`config.mk`:
```
export PLATFORM = sky130hd
export DESIGN_NAME = mdu_seq
export DESIGN_NICKNAME = d
export VERILOG_FILES = /design/src/rtl/mdu_seq.sv
export SDC_FILE = /design/constraint.sdc
export NUM_CORES = 2
export LEC_CHECK = 0
export ABC_AREA = 1
export CORE_MARGIN = 1
export CORE_UTILIZATION = 50
export DETAILED_ROUTE_END_ITERATION = 7
export HOLD_SLACK_MARGIN = 0.06
export PLACE_DENSITY = 0.68
export SETUP_SLACK_MARGIN = 0.05
export SYNTH_ARGS = -nofsm -noshare
export SYNTH_HDL_FRONTEND = slang
export SYNTH_SLANG_ARGS = --single-unit
export TNS_END_PERCENT = 20
```
`constraint.sdc`:
```
create_clock -name clk -period 12.3 [get_ports clk]
set_input_delay 2.46 -clock clk [delete_from_list [all_inputs] [get_ports clk]]
set_output_delay 2.46 -clock clk [all_outputs]
set_load 0.02 [all_outputs]
```
`src/rtl/mdu_seq.sv`:
```
// Sequential multiply/divide unit: unsigned/signed MUL and DIV over 8/16/32-bit operands,
// one shift-add or restoring shift-subtract step per cycle.
module mdu_seq #(
  parameter int XLEN = 32
) (
  input  logic            clk,
  input  logic            rst_n,
  input  logic            in_valid,
  output logic            in_ready,
  input  logic [1:0]      op,
  input  logic [1:0]      size,
  input  logic [XLEN-1:0] opnd0_r,
  input  logic [XLEN-1:0] opnd1_r,
  input  logic [XLEN-1:0] opnd2_r,
  input  logic            kill,
  output logic            out_valid,
  input  logic            out_ready,
  output logic [XLEN-1:0] result_lo,
  output logic [XLEN-1:0] result_hi,
  output logic            cf_of,
  output logic            div_fault,
  output logic            busy
);
  localparam int unsigned DW = 2 * XLEN;
  localparam int unsigned CW = 6;

  typedef enum logic [2:0] {S_IDLE, S_PREP, S_ITER, S_FIX, S_DONE} state_t;
  state_t state, next_state;
  logic in_ready_d, busy_d, out_valid_d;

  logic [1:0]      op_q;
  logic [CW-1:0]   n_q, cnt_q;
  logic [XLEN-1:0] opa_q, opb_raw_q, opc_q;
  logic [XLEN-1:0] opb_q, mq_q, rem_q;
  logic [DW-1:0]   acc_q;
  logic            res_neg_q, rem_neg_q;

  function automatic logic [CW-1:0] eff_n(input logic [1:0] s);
    logic [CW-1:0] n;
    case (s)
      2'b00:   n = CW'(8);
      2'b01:   n = CW'(16);
      default: n = CW'(32);
    endcase
    if (n > CW'(XLEN)) n = CW'(XLEN);
    return n;
  endfunction

  logic is_div, is_sgn;
  assign is_div = op_q[1];
  assign is_sgn = op_q[0];

  // Operand masks for the effective width; top_n is the sign-bit position.
  logic [XLEN-1:0] mask_n, top_n;
  logic [DW-1:0]   mask_2n;
  always_comb begin
    mask_n  = '0;
    mask_2n = '0;
    for (int i = 0; i < XLEN; i++) mask_n[i] = (i < int'(n_q));
    for (int i = 0; i < int'(DW); i++) mask_2n[i] = (i < 2 * int'(n_q));
  end
  assign top_n = mask_n & ~(mask_n >> 1);

  // Magnitudes and the early divide-error check used in PREP.
  logic [XLEN-1:0] a_m, b_m, c_m, a_mag, b_mag, hi_mag, lo_mag;
  logic            a_neg, b_neg, c_neg, prep_fault;
  logic [DW-1:0]   dvd_raw, dvd_mag;
  logic [CW-1:0]   shamt;
  always_comb begin
    a_m        = opa_q & mask_n;
    b_m        = opb_raw_q & mask_n;
    c_m        = opc_q & mask_n;
    a_neg      = is_sgn & (|(a_m & top_n));
    b_neg      = is_sgn & (|(b_m & top_n));
    c_neg      = is_sgn & (|(c_m & top_n));
    a_mag      = a_neg ? ((~a_m + XLEN'(1)) & mask_n) : a_m;
    b_mag      = b_neg ? ((~b_m + XLEN'(1)) & mask_n) : b_m;
    dvd_raw    = (DW'(c_m) << n_q) | DW'(a_m);
    dvd_mag    = c_neg ? ((~dvd_raw + DW'(1)) & mask_2n) : dvd_raw;
    hi_mag     = XLEN'(dvd_mag >> n_q);
    lo_mag     = XLEN'(dvd_mag) & mask_n;
    prep_fault = is_div & ((b_mag == '0) | (hi_mag >= b_mag));
    shamt      = CW'(XLEN) - n_q;
  end

  logic [XLEN:0] trial;
  logic          trial_ge;
  assign trial    = {rem_q, mq_q[XLEN-1]};
  assign trial_ge = (trial >= {1'b0, opb_q});

  // Sign correction and overflow/flag evaluation for FIX.
  logic [DW-1:0]   prod;
  logic [XLEN-1:0] p_lo, p_hi, q_val, r_val, fix_lo, fix_hi;
  logic            q_ovf, fix_cf, fix_df;
  always_comb begin
    prod   = res_neg_q ? ((~acc_q + DW'(1)) & mask_2n) : acc_q;
    p_lo   = XLEN'(prod) & mask_n;
    p_hi   = XLEN'(prod >> n_q);
    q_val  = res_neg_q ? ((~mq_q + XLEN'(1)) & mask_n) : mq_q;
    r_val  = rem_neg_q ? ((~rem_q + XLEN'(1)) & mask_n) : rem_q;
    q_ovf  = is_sgn & (mq_q > (res_neg_q ? top_n : (top_n - XLEN'(1))));
    fix_lo = p_lo;
    fix_hi = p_hi;
    fix_df = 1'b0;
    fix_cf = is_sgn ? (p_hi != ((|(p_lo & top_n)) ? mask_n : '0)) : (p_hi != '0);
    if (is_div) begin
      fix_cf = 1'b0;
      fix_df = q_ovf;
      fix_lo = q_ovf ? '0 : q_val;
      fix_hi = q_ovf ? '0 : r_val;
    end
  end

  // State and registered handshake flags.
  always_ff @(posedge clk or negedge rst_n) begin
    if (!rst_n) begin
      state     <= S_IDLE;
      in_ready  <= 1'b1;
      busy      <= 1'b0;
      out_valid <= 1'b0;
    end else begin
      state     <= next_state;
      in_ready  <= in_ready_d;
      busy      <= busy_d;
      out_valid <= out_valid_d;
    end
  end

  always_comb begin
    next_state = state;
    case (state)
      S_IDLE: if (in_valid) next_state = S_PREP;
      S_PREP: next_state = prep_fault ? S_DONE : S_ITER;
      S_ITER: if (cnt_q == '0) next_state = S_FIX;
      S_FIX:  next_state = S_DONE;
      S_DONE: if (out_ready) next_state = S_IDLE;
      default: next_state = S_IDLE;
    endcase
    if (kill && (state != S_IDLE)) next_state = S_IDLE;
  end

  always_comb begin
    in_ready_d  = 1'b0;
    busy_d      = 1'b1;
    out_valid_d = 1'b0;
    case (next_state)
      S_IDLE: begin
        in_ready_d = 1'b1;
        busy_d     = 1'b0;
      end
      S_DONE:  out_valid_d = 1'b1;
      default: ;
    endcase
  end

  // Datapath registers.
  always_ff @(posedge clk or negedge rst_n) begin
    if (!rst_n) begin
      op_q      <= '0;
      n_q       <= '0;
      cnt_q     <= '0;
      opa_q     <= '0;
      opb_raw_q <= '0;
      opc_q     <= '0;
      opb_q     <= '0;
      mq_q      <= '0;
      rem_q     <= '0;
      acc_q     <= '0;
      res_neg_q <= 1'b0;
      rem_neg_q <= 1'b0;
      result_lo <= '0;
      result_hi <= '0;
      cf_of     <= 1'b0;
      div_fault <= 1'b0;
    end else begin
      case (state)
        S_IDLE: if (in_valid) begin
          op_q      <= op;
          n_q       <= eff_n(size);
          opa_q     <= opnd0_r;
          opb_raw_q <= opnd1_r;
          opc_q     <= opnd2_r;
          result_lo <= '0;
          result_hi <= '0;
          cf_of     <= 1'b0;
          div_fault <= 1'b0;
        end
        S_PREP: begin
          acc_q     <= '0;
          cnt_q     <= n_q - CW'(1);
          res_neg_q <= is_div ? (c_neg ^ b_neg) : (a_neg ^ b_neg);
          rem_neg_q <= c_neg;
          opb_q     <= is_div ? b_mag : a_mag;
          mq_q      <= (is_div ? lo_mag : b_mag) << shamt;
          rem_q     <= hi_mag;
          if (prep_fault) div_fault <= 1'b1;
        end
        S_ITER: begin
          cnt_q <= cnt_q - CW'(1);
          if (is_div) begin
            rem_q <= trial_ge ? XLEN'(trial - {1'b0, opb_q}) : XLEN'(trial);
            mq_q  <= {mq_q[XLEN-2:0], trial_ge};
          end else begin
            acc_q <= (acc_q << 1) + (mq_q[XLEN-1] ? DW'(opb_q) : '0);
            mq_q  <= mq_q << 1;
          end
        end
        S_FIX: begin
          result_lo <= fix_lo;
          result_hi <= fix_hi;
          cf_of     <= fix_cf;
          div_fault <= fix_df;
        end
        default: ;
      endcase
    end
  end
endmodule
```
==> metrics.md <==
| Metric | Value |
|---|---|
| Minimum clock period | `between 7000 and 8000 ps` |
| Syn_area_per_cell | `6.03 µm²` |
| GP Congestion | `1.15` |
| Setup TNS Final | `0 ps` |
| Post-cts resize count | `0` |
| Worst setup SP type | `flop` |
| Slowest cell on crit path | `buf_4` |
| FP Rows | `96` |
| Critical path fanouts, max | `84` |
| RSZ-0062 raised after global routing | `no` |
| Worst slew pin tran | `around 1400 ps` |
| Synth cell types | `70` |
| Vias | `between 40k and 50k` |
| Die Area | `roughly 70000 µm²` |
| H-tree depth | `2` |
| Relative slew slack | `7.62%` |
| CP dominant cell by count | `nand2_1` |
| Number of max-cap violations | `0` |
| Critical path type | `flop to flop` |
| CTS sink count | `approximately 340` |
| Later-pin clock latency in the skew report | `between 600 and 700 ps` |
| Placed cell count | `approximately 6.6k` |
| FFs w/ async S/R, synth | `100%` |
| CTS tree | `yes` |
| Final setup fails | `0` |
| Final Max Slew Viols | `0` |
| Post-route cell area | `38200 µm²` |
| Initial antenna violation count | `8` |
| Dpl hpwl | `130000 µm` |
| Area Growth Syn to Fin | `10.4%` |
| Fmax | `approximately 130 MHz` |
| WL final | `169000 µm` |
| # port buffers | `173` |
| Post-Syn Instances | `roughly 5.7k` |
| Pin count of the biggest net entering global routing | `just over 90` |
| Tcrit/Tclk final | `a little over three fifths` |
| DP Area | `~37000 µm²` |
| Vias in the first global route | `38.5k` |
| Post-DR wirelength/cell | `25.3 µm` |
| Pre-Repair DR Iteration Count | `8` |
| Initial core utilization | `between 50% and 60%` |
| # IOs | `roughly 170` |
| Number of enable flip-flop cells after synthesis | `0` |
| Seq/Total Area, Yosys | `about a quarter` |
| Setup slack, reg-to-reg | `4620 ps` |
| WHS | `about 480 ps` |
| Iteration-0 DRC Markers | `6216` |
| ANT nets after route | `0` |
| Total GRT Usage | `about 47%` |
| Clock root cell | `clkbuf_16` |
| Chip width | `265 µm` |
| Die height | `~270 µm` |
| Vias per Instance | `slightly above 6` |
| Total congestion overflow | `0` |
| First-pass GRT wire length | `around 250000 µm` |
| Violated checks | `DRC` |
| Synth Register Bits | `approximately 340` |
| CTS Buffer Depth | `3` |
| Dominant synthesized flop cell | `dfrtp_1` |
| Non-filler instance count after layout | `around 6.7k` |
| Post-synthesis instance area | `roughly 35000 µm²` |
| Layout cells sized above 1 | `slightly above 4%` |
| Total CTS buffers | `42` |
| Setup repair bufs after CTS | `0` |
| Mapped Nets | `5986` |
| Hold crit path type | `flop to flop` |
| Final Hold Viols | `0` |
| Post-CTS Hold Buffers | `0` |
| Status | `finished, violations left` |
| DRC viols | `3` |
| Worst Skew | `between 20 and 25 ps` |
| CTS clk-pin slew, worst paths | `roughly 60 ps` |
| Critical path arrival | `8160 ps` |
| Worst Path Required | `12780 ps` |
| YS warnings | `0` |
| CP endpoint kind | `flop` |
| Core ar. | `just under 70000 µm²` |
| Nets | `~6k` |
| CP peak stage delay | `690 ps` |
==> state kept, by name, summed over array words and instances (netlist names), 3 cells and up <==
name / flops
state: 3
mq_q: 32
result_lo: 32
n_q: 3
opa_q: 32
acc_q: 64
result_hi: 32
cnt_q: 6
rem_q: 32
opc_q: 32
opb_q: 32
opb_raw_q: 32
==> layer usage <==
layer	vias up	track usage [%]	part of all wire (%)
met1	19072	55.8	36
met3	753	11.3	11
li1	19069	-	-
met2	2840	72.6	43
met5	-	0	0.040
met4	10	38.4	9.7
==> placed cells by master (no fill, tap or decap), types with 20 or more instances in the layout <==
cell,netlist,final
o221ai_1,28,28
a31oi_1,29,29
buf_4,5,45
o21ai_0,483,483
a21oi_1,250,250
clkdlybuf4s50_1,0,172
inv_2,19,20
nor2_1,607,604
a22o_1,42,42
nor3_1,66,65
xor2_1,81,81
clkbuf_16,0,43
o22ai_1,60,60
nand2_1,1671,1670
xnor2_1,33,33
inv_1,603,603
ha_1,141,141
o211ai_1,44,44
nand4_1,142,142
nand3_1,551,551
dfrtp_1,340,336
o21ai_1,56,56
==> area by class of cell <==
cell class / instances / area (µm²)
Clock buffer: 58 / 1180
Inverter: 629 / 2360
Fill cell: 7118 / 30400
Multi-Input combinational cell: 4511 / 22600
Tap cell: 931 / 1160
Timing Repair Buffer: 218 / 2070
Clock inverter: 18 / 240
Sequential cell: 341 / 8550
Antenna cell: 2 / 5.00
==> cells in the mapped netlist, drive strengths merged, types with 7 or more instances <==
cell type,n,area (µm²)
nor3,70,370
clkinv,7,26.3
ha,141,1760
o21bai,11,82.6
buf,102,526
o221ai,28,245
and2,10,62.6
or2,14,87.6
o21a,14,105
inv,622,2330
xnor2,33,289
dfrtp,340,8510
a21oi,252,1270
o22ai,60,375
xor2,82,726
nor2,632,2510
nand4,142,888
o31ai,19,143
o21ai,547,2780
clkbuf,155,582
o211ai,48,380
a22oi,7,52.6
a22o,42,368
nor4,16,100
nand3,564,2900
nand2,1688,6390
a31oi,29,181
==> cell families after synthesis <==
logic type | Yosys count | share of synthesized area (%)
mux | 3 | 0.0868
buf+inv | 886 | 10.0
fa+ha+maj | 143 | 5.21
xor+xnor | 115 | 2.93
flops | 341 | 24.7
simple gates | 3150 | 38.8
compound gates | 1100 | 18.3
==> metrics by stage <==
step	util [%]	setup WS, ps
floorplan	-	7390
global placement	53.6	5260
detailed placement	53.6	5130
CTS	55.7	5090
global route	55.7	4370
finish	55.7	4620
==> final timing paths <==
check / startpoint / to / cells after the start
max: n_q[4] / busy / 30
min: opa_q[11] / opa_q[11] / 2
max reg2reg: n_q[4] / busy / 30
min reg2reg: opa_q[11] / opa_q[11] / 2
max in group asynchronous: rst_n / n_q[5] / 3
min in group asynchronous: rst_n / acc_q[4] / 1
==> worst max-delay path: cells and delay by family (launching register included) <==
kind,cells,cell delay (ps)
AOI/OAI and AO/OA,5,1170
adders and majority gates,2,650
buffers and inverters,5,1740
DFF,1,470
and+or+nand+nor,18,3390
Power is left out: the tool's default activity adds up to more than one toggle a clock period on the data nets, which glitch-free logic cannot reach.
